`config.mk`:
```
export PLATFORM = sky130hd
export DESIGN_NAME = qsd_to_bin
export DESIGN_NICKNAME = d
export VERILOG_FILES = /design/src/rtl/qsd_to_bin.sv
export SDC_FILE = /design/constraint.sdc
export NUM_CORES = 1
export LEC_CHECK = 0
export ABC_AREA = 1
export BUFFER_PORTS_ARGS = -buffer_cell sky130_fd_sc_hd__buf_2
export CAP_MARGIN = 20
export CORE_MARGIN = 2
export CORE_UTILIZATION = 23
export DETAILED_ROUTE_END_ITERATION = 10
export PLACE_DENSITY_LB_ADDON = 0.2
export SLEW_MARGIN = 0
export SYNTH_ARGS = -nofsm -noshare
export SYNTH_HDL_FRONTEND = slang
export SYNTH_SLANG_ARGS = --single-unit
export TNS_END_PERCENT = 1
```
`constraint.sdc`:
```
create_clock -name clk -period 4.5 [get_ports clk]
set_input_delay 0.45 -clock clk [delete_from_list [all_inputs] [get_ports clk]]
set_output_delay 0.45 -clock clk [all_outputs]
set_load 0.01 [all_outputs]
```
`src/rtl/qsd_to_bin.sv`:
```
// ---------------------------------------------------------------------------
// qsd_to_bin
//   Converts a quaternary-signed-digit (QSD) operand into 2*N_DIGITS-bit
//   two's-complement binary. The conversion is iterative Horner evaluation,
//   most significant digit first, consuming DPC digits per CONV cycle.
//   Both sides use a valid/ready handshake. Only one operand is in flight at
//   a time.
//
// Parameters
//   N_DIGITS  number of QSD digits per operand (output width 2*N_DIGITS)
//   DPC       digits consumed per CONV cycle (must divide N_DIGITS)
//
// Ports
//   clk        rising-edge clock
//   rst        synchronous active-high reset
//   in_valid   qsd_in holds a valid operand
//   in_ready   block can accept an operand (state == IDLE)
//   qsd_in     digit i = qsd_in[3i+2:3i], 3-bit two's complement
//   out_valid  bin_out, ovf and dig_err are valid (state == DONE)
//   out_ready  downstream accepts the result
//   bin_out    two's-complement result (low 2N bits of the exact value)
//   ovf        exact value lies outside the signed 2N-bit range
//   dig_err    operand contained digit code 3'b100
//   busy       state != IDLE
//
// Configuration
//   QSD_DIGIT_CHECK_EN  when defined, digit code 3'b100 consumed during CONV
//                       sets a sticky dig_err (cleared on the next accept).
//                       When undefined, dig_err is tied to 0. In both builds
//                       3'b100 enters the accumulator as -4.
// ---------------------------------------------------------------------------
module qsd_to_bin #(
    parameter int N_DIGITS = 32,
    parameter int DPC      = 2
) (
    input  logic                    clk,
    input  logic                    rst,
    input  logic                    in_valid,
    output logic                    in_ready,
    input  logic [3*N_DIGITS-1:0]   qsd_in,
    output logic                    out_valid,
    input  logic                    out_ready,
    output logic [2*N_DIGITS-1:0]   bin_out,
    output logic                    ovf,
    output logic                    dig_err,
    output logic                    busy
);

    localparam int W     = 2 * N_DIGITS;         // result width
    localparam int AW    = W + 2;                // accumulator width, never wraps
    localparam int SW    = 3 * N_DIGITS;         // digit shift register width
    localparam int STEPS = N_DIGITS / DPC;       // CONV cycles per operand
    localparam int CW    = (STEPS > 1) ? $clog2(STEPS) : 1;
    localparam int SHIFT = 3 * DPC;
    localparam logic [CW-1:0] LAST_CNT = CW'(STEPS - 1);

    typedef enum logic [1:0] {
        IDLE = 2'd0,
        CONV = 2'd1,
        DONE = 2'd2
    } state_t;

    state_t                 state_r;
    state_t                 state_s;
    logic [SW-1:0]          sr_r;
    logic signed [AW-1:0]   acc_r;
    logic signed [AW-1:0]   acc_s;
    logic [CW-1:0]          cnt_r;
    logic                   accept_s;
    logic                   last_s;

    // Sign-extend one 3-bit digit to accumulator width.
    function automatic logic signed [AW-1:0] digit_ext(input logic [2:0] d);
        return {{(AW-3){d[2]}}, d};
    endfunction

    assign in_ready  = (state_r == IDLE);
    assign out_valid = (state_r == DONE);
    assign busy      = (state_r != IDLE);

    // Horner step: fold the DPC top digits of the shift register into acc.
    always_comb begin
        acc_s = acc_r;
        for (int j = 0; j < DPC; j++) begin
            acc_s = (acc_s <<< 2'd2) + digit_ext(sr_r[SW-1-3*j -: 3]);
        end
    end

    // Next-state decode and handshake events.
    always_comb begin
        state_s  = state_r;
        accept_s = 1'b0;
        last_s   = 1'b0;
        case (state_r)
            IDLE: begin
                if (in_valid) begin
                    state_s  = CONV;
                    accept_s = 1'b1;
                end else begin
                    state_s  = IDLE;
                end
            end
            CONV: begin
                if (cnt_r == LAST_CNT) begin
                    state_s = DONE;
                    last_s  = 1'b1;
                end else begin
                    state_s = CONV;
                end
            end
            DONE: begin
                if (out_ready) begin
                    state_s = IDLE;
                end else begin
                    state_s = DONE;
                end
            end
            default: begin
                state_s = IDLE;
            end
        endcase
    end

    // State register.
    always_ff @(posedge clk) begin
        if (rst) begin
            state_r <= IDLE;
        end else begin
            state_r <= state_s;
        end
    end

    // Datapath: operand capture, accumulation and result registers.
    always_ff @(posedge clk) begin
        if (rst) begin
            sr_r    <= '0;
            acc_r   <= '0;
            cnt_r   <= '0;
            bin_out <= '0;
            ovf     <= 1'b0;
        end else if (accept_s) begin
            sr_r  <= qsd_in;
            acc_r <= '0;
            cnt_r <= '0;
        end else if (state_r == CONV) begin
            acc_r <= acc_s;
            sr_r  <= sr_r << SHIFT;
            cnt_r <= cnt_r + CW'(1);
            if (last_s) begin
                bin_out <= acc_s[W-1:0];
                // In range iff the bits from W-1 upward are all copies of the sign.
                ovf     <= ~((&acc_s[AW-1:W-1]) | ~(|acc_s[AW-1:W-1]));
            end
        end
    end

`ifdef QSD_DIGIT_CHECK_EN
    logic bad_digit_s;

    // Flag the illegal code 3'b100 among the digits consumed this cycle.
    always_comb begin
        bad_digit_s = 1'b0;
        for (int j = 0; j < DPC; j++) begin
            if (sr_r[SW-1-3*j -: 3] == 3'b100) begin
                bad_digit_s = 1'b1;
            end else begin
                bad_digit_s = bad_digit_s;
            end
        end
    end

    // Sticky digit-error flag, cleared when a new operand is accepted.
    always_ff @(posedge clk) begin
        if (rst) begin
            dig_err <= 1'b0;
        end else if (accept_s) begin
            dig_err <= 1'b0;
        end else if ((state_r == CONV) && bad_digit_s) begin
            dig_err <= 1'b1;
        end
    end
`else
    assign dig_err = 1'b0;
`endif

endmodule

```
==> impl_metrics.tcl, run 1 <==
set metrics [dict create \
    reg2reg_from "sr_r[95]$_SDFFE_PP0P_" \
    antenna_found_initial 19 \
    status "complete, no violations" \
    netlist_area_um2 17600 \
    multiInputGateArea_um2 12100 \
    hold_viol 0 \
    synthArstFlopShare_pct 0 \
    p_clk_share_pct 37.7 \
    period_needed_ps 4380 \
    worstPathBufferInverterCount 6 \
    final_max_slew_viol_count 0 \
    tightest_slew_ps 955 \
    first_pass_iters 7 \
    required_ps 4990 \
    die_w_um 281 \
    syn_avg_cell_area_um2 6.17 \
    wl_per_cell_um 16.5 \
    rows 101 \
    p_comb_share_pct 28.9 \
    p_per_area_nw_per_um2 286 \
    min_from "qsd_in[5]" \
    fmax_ghz 0.228 \
    min_to "sr_r[5]$_SDFFE_PP0P_" \
    max-cap-violations 0 \
    synthMuxAreaShare_pct 0 \
    syn_inst 2858 \
    nFillCells 8645 \
    synth_cell_types 49 \
    synthAdderAreaFrac_pct 9.31 \
    r2r_cells 25 \
    start_util_pct 23.2 \
    cpLargestDelayFamily "compound AO/OA/AOI/OAI gates" \
    synth_ff_type "dfxtp_1" \
    peakVddDrop_mv 0.313 \
    intPower_w 0.00439 \
    cts.htree.levels 1 \
    placement.io_buffers 167 \
    p_sw_w 0.00222 \
    min_path_type "in -> reg" \
    crit_top_cell "buf_4" \
    via_per_inst 4.43 \
    ant_nets 0 \
    synthesis.nets 3088 \
    ys_seq_elements 229 \
    rsz0062_at_grt "true" \
    cts_tree "built" \
    setup_violations 0 \
    rrSetupSlack_ps 120 \
    cp.arrival_ps 4870 \
    clock_skew_ps 17.4 \
    yosys.area_share.simple_pct 32.4 \
    layout.cells.non_filler 4263 \
    cp-start-kind "register" \
    p_sw_share_pct 33.5 \
    synth_xor_area_share_pct 4.92 \
    clk_path_buf_depth 3 \
    grt_pass1_wl_um 105000 \
    hold_ws_ps 98.1 \
    insertion_delay_ps 600 \
    cts_buffers 29 \
    ios 169 \
    place_congestion 0.909 \
    path_max_fanout 7 \
    finalCritPeriodShare_pct 97.4 \
    hold_depth 3 \
    drc_errors 0 \
    die_h_um 281 \
    pre_cts_slack_ps -344 \
    grt_pass1_vias 18400 \
    slew_headroom_pct 36.3 \
    die-area_um2 78900 \
    wirelength_um 70100 \
    p_leak_nw 11.7 \
    synth_top_family_by_area "simple AND/OR/NAND/NOR gates" \
    final_layout_size_suffix_gt1_share_pct 20.4 \
    pwr-share-seq_pct 33.4 \
    grt.total_usage_pct 17.1 \
    area_growth_pct 31.2 \
    ff_latch_area_um2 4590 \
    layout_setup_ws_ps 117 \
    dp_cells 4198 \
    synth-compound-area-share_pct 17.2 \
    synth-edff-count 0 \
    core_um2 75900 \
    grt_max_degree 177 \
    layout.nets 3438 \
    post-dp-hpwl_um 55200 \
    drt_iter0_drc 1007 \
    clkTransAtPathRegs_ps 60 \
    root_buffer "clkbuf_16" \
    cpPeakStageDelay_ps 390 \
    r2r_end "bin_out[37]$_SDFFE_PP0P_" \
    grt_overflow 0 \
    crit_type "reg -> reg" \
    via_count 18900 \
    hold_buffers 0 \
    slowest_stage "dfxtp_4" \
    crit_path_end_kind "register" \
    clock_sinks 229 \
    yosysWarningCount 0 \
    ys_seq_area_share_pct 26.0 \
]
==> power by group through the flow <==
stage	Clock (W)	Combinational [W]	Sequential, W
finish	0.00249	0.00191	0.00221
global route	0.00265	0.00210	0.00222
CTS	0.00258	0.00179	0.00220
detailed placement	0	0.00178	0.00225
global placement	0	0.00179	0.00225
floorplan	0	0.00101	0.00223
==> worst min-delay path, delay by kind of cell <==
family / cells / cell delay [ps]
and+or+nand+nor: 1 / 50
AOI/OAI and AO/OA: 1 / 50
buffers and inverters: 1 / 100
==> cells in the mapped netlist (13+ instances only) <==
cell type  instances  share of area (%)
ha_1             128                9.1
nand2_1          819                 17
xnor2_1           31                1.5
nand3_1           98                2.8
nand4_1           14               0.50
o211ai_1          30                1.3
o21bai_1          26                1.1
dfxtp_1          229                 26
a21o_1            28                1.2
clkbuf_1          60                1.3
inv_1            373                7.9
nand2_2           14               0.50
o21ai_1           31               0.88
inv_2             19               0.40
nor3_1            19               0.54
a31oi_1          104                3.7
a21oi_1          160                4.5
xor2_1            68                3.4
buf_2             13               0.37
nor2_1           405                8.6
o21ai_0          101                2.9
==> repair_timing <==
action                                  4_1_cts  5_1_grt
cloned                                        0        2
pin swaps                                     0       24
buffers inserted                              0        7
endpoints found under the hold margin         0        0
endpoints found under the setup margin       11       69
resized for setup                             8      167
==> layer usage <==
metal  track usage [%]  vias to the layer above  share of wire, %
li1                  -                     9887                 -
met4              4.20                       26               2.2
met1              22.6                     8511                47
met2              28.3                      366                45
met3              3.69                      106               5.8
met5                 0                        -              0.21
==> worst max path at each step <==
stage                                           to  depth (start not counted)                  start
after floorplan                   ovf$_SDFFE_PP0P_                         29  sr_r[95]$_SDFFE_PP0P_
after global routing      bin_out[37]$_SDFFE_PP0P_                         25  sr_r[95]$_SDFFE_PP0P_
after CTS                         ovf$_SDFFE_PP0P_                         27  sr_r[95]$_SDFFE_PP0P_
final                     bin_out[37]$_SDFFE_PP0P_                         25  sr_r[95]$_SDFFE_PP0P_
after global placement            ovf$_SDFFE_PP0P_                         27  sr_r[95]$_SDFFE_PP0P_
after detailed placement          ovf$_SDFFE_PP0P_                         27  sr_r[95]$_SDFFE_PP0P_
==> metrics by stage <==
step / util (%) / total power (W) / TNS [ps] / area [um2]
after floorplan: - / 0.00324 / 0 / 17600
after global placement: 27.9 / 0.00404 / -743 / 21200
after detailed placement: 27.9 / 0.00403 / -586 / 21200
after CTS: 29.3 / 0.00658 / -32.8 / 22200
after global routing: 30.4 / 0.00697 / -2640 / 23100
final: 30.4 / 0.00661 / 0 / 23100
==> logic make-up (layout without fill, tap and decap cells) <==
logic type	after synthesis	count (layout)
other	1	7
and+or+nand+nor	1414	1414
adders and majority gates	130	130
AOI/OAI and AO/OA	511	511
buffers and inverters	474	843
xor gates and xnor gates	99	99
DFF	229	229
==> placed cells by master (no fill, tap or decap), drive strengths merged, types with 3 or more instances in the layout <==
cell    synthesis  final
dfxtp         229    229
nand3b          3      3
clkinv          1      6
buf            21    399
nand2         834    834
o211ai         30     30
a21boi          5      5
or2             8      8
a221oi          3      3
nor4           10     10
o21ai         133    133
xnor2          31     31
nand3         101    101
inv           392    392
nor2          413    413
nand4          14     14
a31oi         104    104
o21bai         30     30
nor3           23     23
o21a            5      5
clkbuf         60     41
ha            128    128
bufinv          0      5
xor2           68     68
a21o           28     28
a21oi         171    171
diode           0      6
and3            5      5
==> cell type report <==
| class | count | share of cell area (%) |
|---|---|---|
| Timing Repair Buffer | 400 | 11.6 |
| Inverter | 393 | 6.38 |
| Clock buffer | 40 | 3.45 |
| Multi-Input combinational cell | 2155 | 52.2 |
| Tap cell | 1030 | 5.57 |
| Antenna cell | 6 | 0.0649 |
| Clock inverter | 10 | 0.822 |
| Sequential cell | 229 | 19.8 |
==> registers in the layout, indices dropped and copies added (netlist names) <==
signal,count
bin_out,64
acc_r,62
state_r,2
ovf,1
cnt_r,4
sr_r,96
Power figures use the tool's default switching activity.
==> run 2: changes to the inputs <==
--- a/config.mk
+++ b/config.mk
@@ -11,6 +11,7 @@
 export CORE_MARGIN = 2
 export CORE_UTILIZATION = 23
 export DETAILED_ROUTE_END_ITERATION = 10
+export GPL_TIMING_DRIVEN = 0
 export PLACE_DENSITY_LB_ADDON = 0.2
 export SLEW_MARGIN = 0
 export SYNTH_ARGS = -nofsm -noshare
==> run 2 against run 1 <==
  * The flow now finishes with violations (negative setup slack)
  * Cell count shrank 2.6%
  * Count of clock-buffer cells in the layout grew 3
  * Critical path depth shrank 6
  * Combinational power shrank 8%
==> impl_metrics.tcl, run 2 (synthesized netlist as in run 1, its figures left out) <==
set metrics [dict create \
    status "finished, violations left" \
    violations "negative setup slack" \
    p_per_area_nw_per_um2 278 \
    final_common_cell "nand2_1" \
    post-dp-hpwl_um 59500 \
    crit_type "reg -> reg" \
    placement.io_buffers 166 \
    insertion_delay_ps 610 \
    first_pass_iters 6 \
    final_cell_area_um2 22300 \
    via_per_inst 4.52 \
    tightest_slew_ps 1080 \
    layout.nets 3325 \
    min_path_type "in -> reg" \
    reg2reg_from "sr_r[95]$_SDFFE_PP0P_" \
    grt_overflow 0 \
    die_w_um 281 \
    peakVddDrop_mv 0.211 \
    drc_errors 0 \
    path_max_fanout 7 \
    root_buffer "clkbuf_16" \
    rsz0062_at_grt "true" \
    fin_util_pct 29.3 \
    period_needed_ps 4520 \
    p_comb_share_pct 28.2 \
    worstSetupStartpoint "sr_r[95]$_SDFFE_PP0P_" \
    clock_sinks 229 \
    fmax_ghz 0.221 \
    antenna_found_initial 20 \
    cts.htree.levels 1 \
    core_um2 75900 \
    largest_reg_flops 96 \
    clkTransAtPathRegs_ps 60 \
    crit_path_end_kind "register" \
    layout_common_cells "nand2_1 (794), inv_1 (373), nor2_1 (356), dfxtp_1 (227), buf_2 (179)" \
    cpLargestDelayFamily "simple AND/OR/NAND/NOR gates" \
    p_clk_share_pct 36.2 \
    slew_headroom_pct 28.2 \
    worstPathBufferInverterCount 3 \
    layout_setup_ws_ps -21.7 \
    final_layout_size_suffix_gt1_share_pct 17.8 \
    p_sw_share_pct 35.9 \
    finalSetupTns_ps -21.7 \
    clk_path_buf_depth 3 \
    top_regs "sr_r x96, bin_out x64, acc_r x62" \
    grt_pass1_wl_um 108000 \
    die-area_um2 78900 \
    drt_iter0_drc 1145 \
    clock_skew_ps 32.7 \
    grt_pass1_vias 18400 \
    grt.total_usage_pct 18.1 \
    wirelength_um 73000 \
    slowest_stage "dfxtp_4" \
    required_ps 4990 \
    ios 169 \
    ant_nets 0 \
    place_congestion 0.926 \
    hold_viol 0 \
    regMostFlops "sr_r" \
    area_growth_pct 26.4 \
    cts_tree "built" \
    wl_per_cell_um 17.6 \
    finalCritPeriodShare_pct 100 \
    pwr-share-seq_pct 35.7 \
    rows 101 \
    intPower_w 0.00398 \
    final_max_slew_viol_count 0 \
    p_leak_nw 11.0 \
    die_h_um 281 \
    hold_ws_ps 95.6 \
    p_sw_w 0.00222 \
    cts_buffers 28 \
    crit_top_cell "nand2_1" \
    grt_max_degree 36 \
    cp.arrival_ps 5010 \
    pre_cts_slack_ps -1080 \
    min_from "qsd_in[0]" \
    cp-start-kind "register" \
    cp_cell_sequence "buf_6 > buf_4 > ha_1 > a21oi_1 > o21ai_0 > o21bai_1 > a221oi_4 > nand3_2 > xor2_2 > ha_1 > nand2_1 > nor2_2 > nand2_1 > nor4_4 > nand3b_1 > nand3_2 > nand3_1 > nand2_1 > inv_1" \
    dpl_cell_area_um2 19800 \
    cpPeakStageDelay_ps 410 \
    start_util_pct 23.2 \
    setup_violations 1 \
    via_count 18800 \
    max-cap-violations 0 \
]
-- run 2: final cells by class --
cell class / instances / area, um2
Clock buffer: 43 / 817
Timing Repair Buffer: 207 / 1230
Antenna cell: 7 / 17.5
Buffer: 81 / 324
Fill cell: 8645 / 53700
Multi-Input combinational cell: 2155 / 12500
Tap cell: 1030 / 1290
Inverter: 393 / 1480
Clock inverter: 9 / 83.8
Sequential cell: 229 / 4590
-- run 2: power by group through the flow --
stage	registers, W	logic [W]	clock network [W]
2_1_floorplan	0.00223	0.00101	0
3_3_place_gp	0.00227	0.00151	0
3_5_place_dp	0.00226	0.00152	0
4_1_cts	0.00221	0.00160	0.00232
5_1_grt	0.00222	0.00192	0.00240
6_report	0.00221	0.00175	0.00224
-- run 2: timing repair --
item                       4_1_cts  5_1_grt
gates cloned                     1        1
resized for setup               87      185
setup endpoints to repair       72       60
setup buffers                   17       21
hold buffers                     0        0
pin swaps                       13       45
-- run 2: stage by stage --
step,cells,total power [W]
2_1_floorplan,2858,0.00324
3_3_place_gp,4054,0.00378
3_5_place_dp,4055,0.00378
4_1_cts,4125,0.00613
5_1_grt,4150,0.00654
6_report,4154,0.00620
-- run 2: final timing paths --
check / end / slack (ps) / cells past startpoint
worst min register to register: sr_r[92]$_SDFFE_PP0P_ / 460 / 2
worst max register to register: acc_r[61]$_SDFFE_PP0P_ / -20 / 19
worst max-delay path: acc_r[61]$_SDFFE_PP0P_ / -20 / 19
worst min-delay path: sr_r[0]$_SDFFE_PP0P_ / 100 / 3
-- run 2: per-layer routing --
| metal | part of all wire (%) | global-route usage (%) | wire length (um) |
|---|---|---|---|
| met3 | 6.1 | 3.47 | 4480 |
| met1 | 46 | 23.8 | 33800 |
| met2 | 45 | 30.0 | 32800 |
| met4 | 2.5 | 4.66 | 1820 |
| met5 | 0.16 | 0 | 116 |
-- run 2: tightest hold or removal path, cell delays in order --
cell	delay [ps]
buf_2	90
nand2_1	50
a21oi_1	50
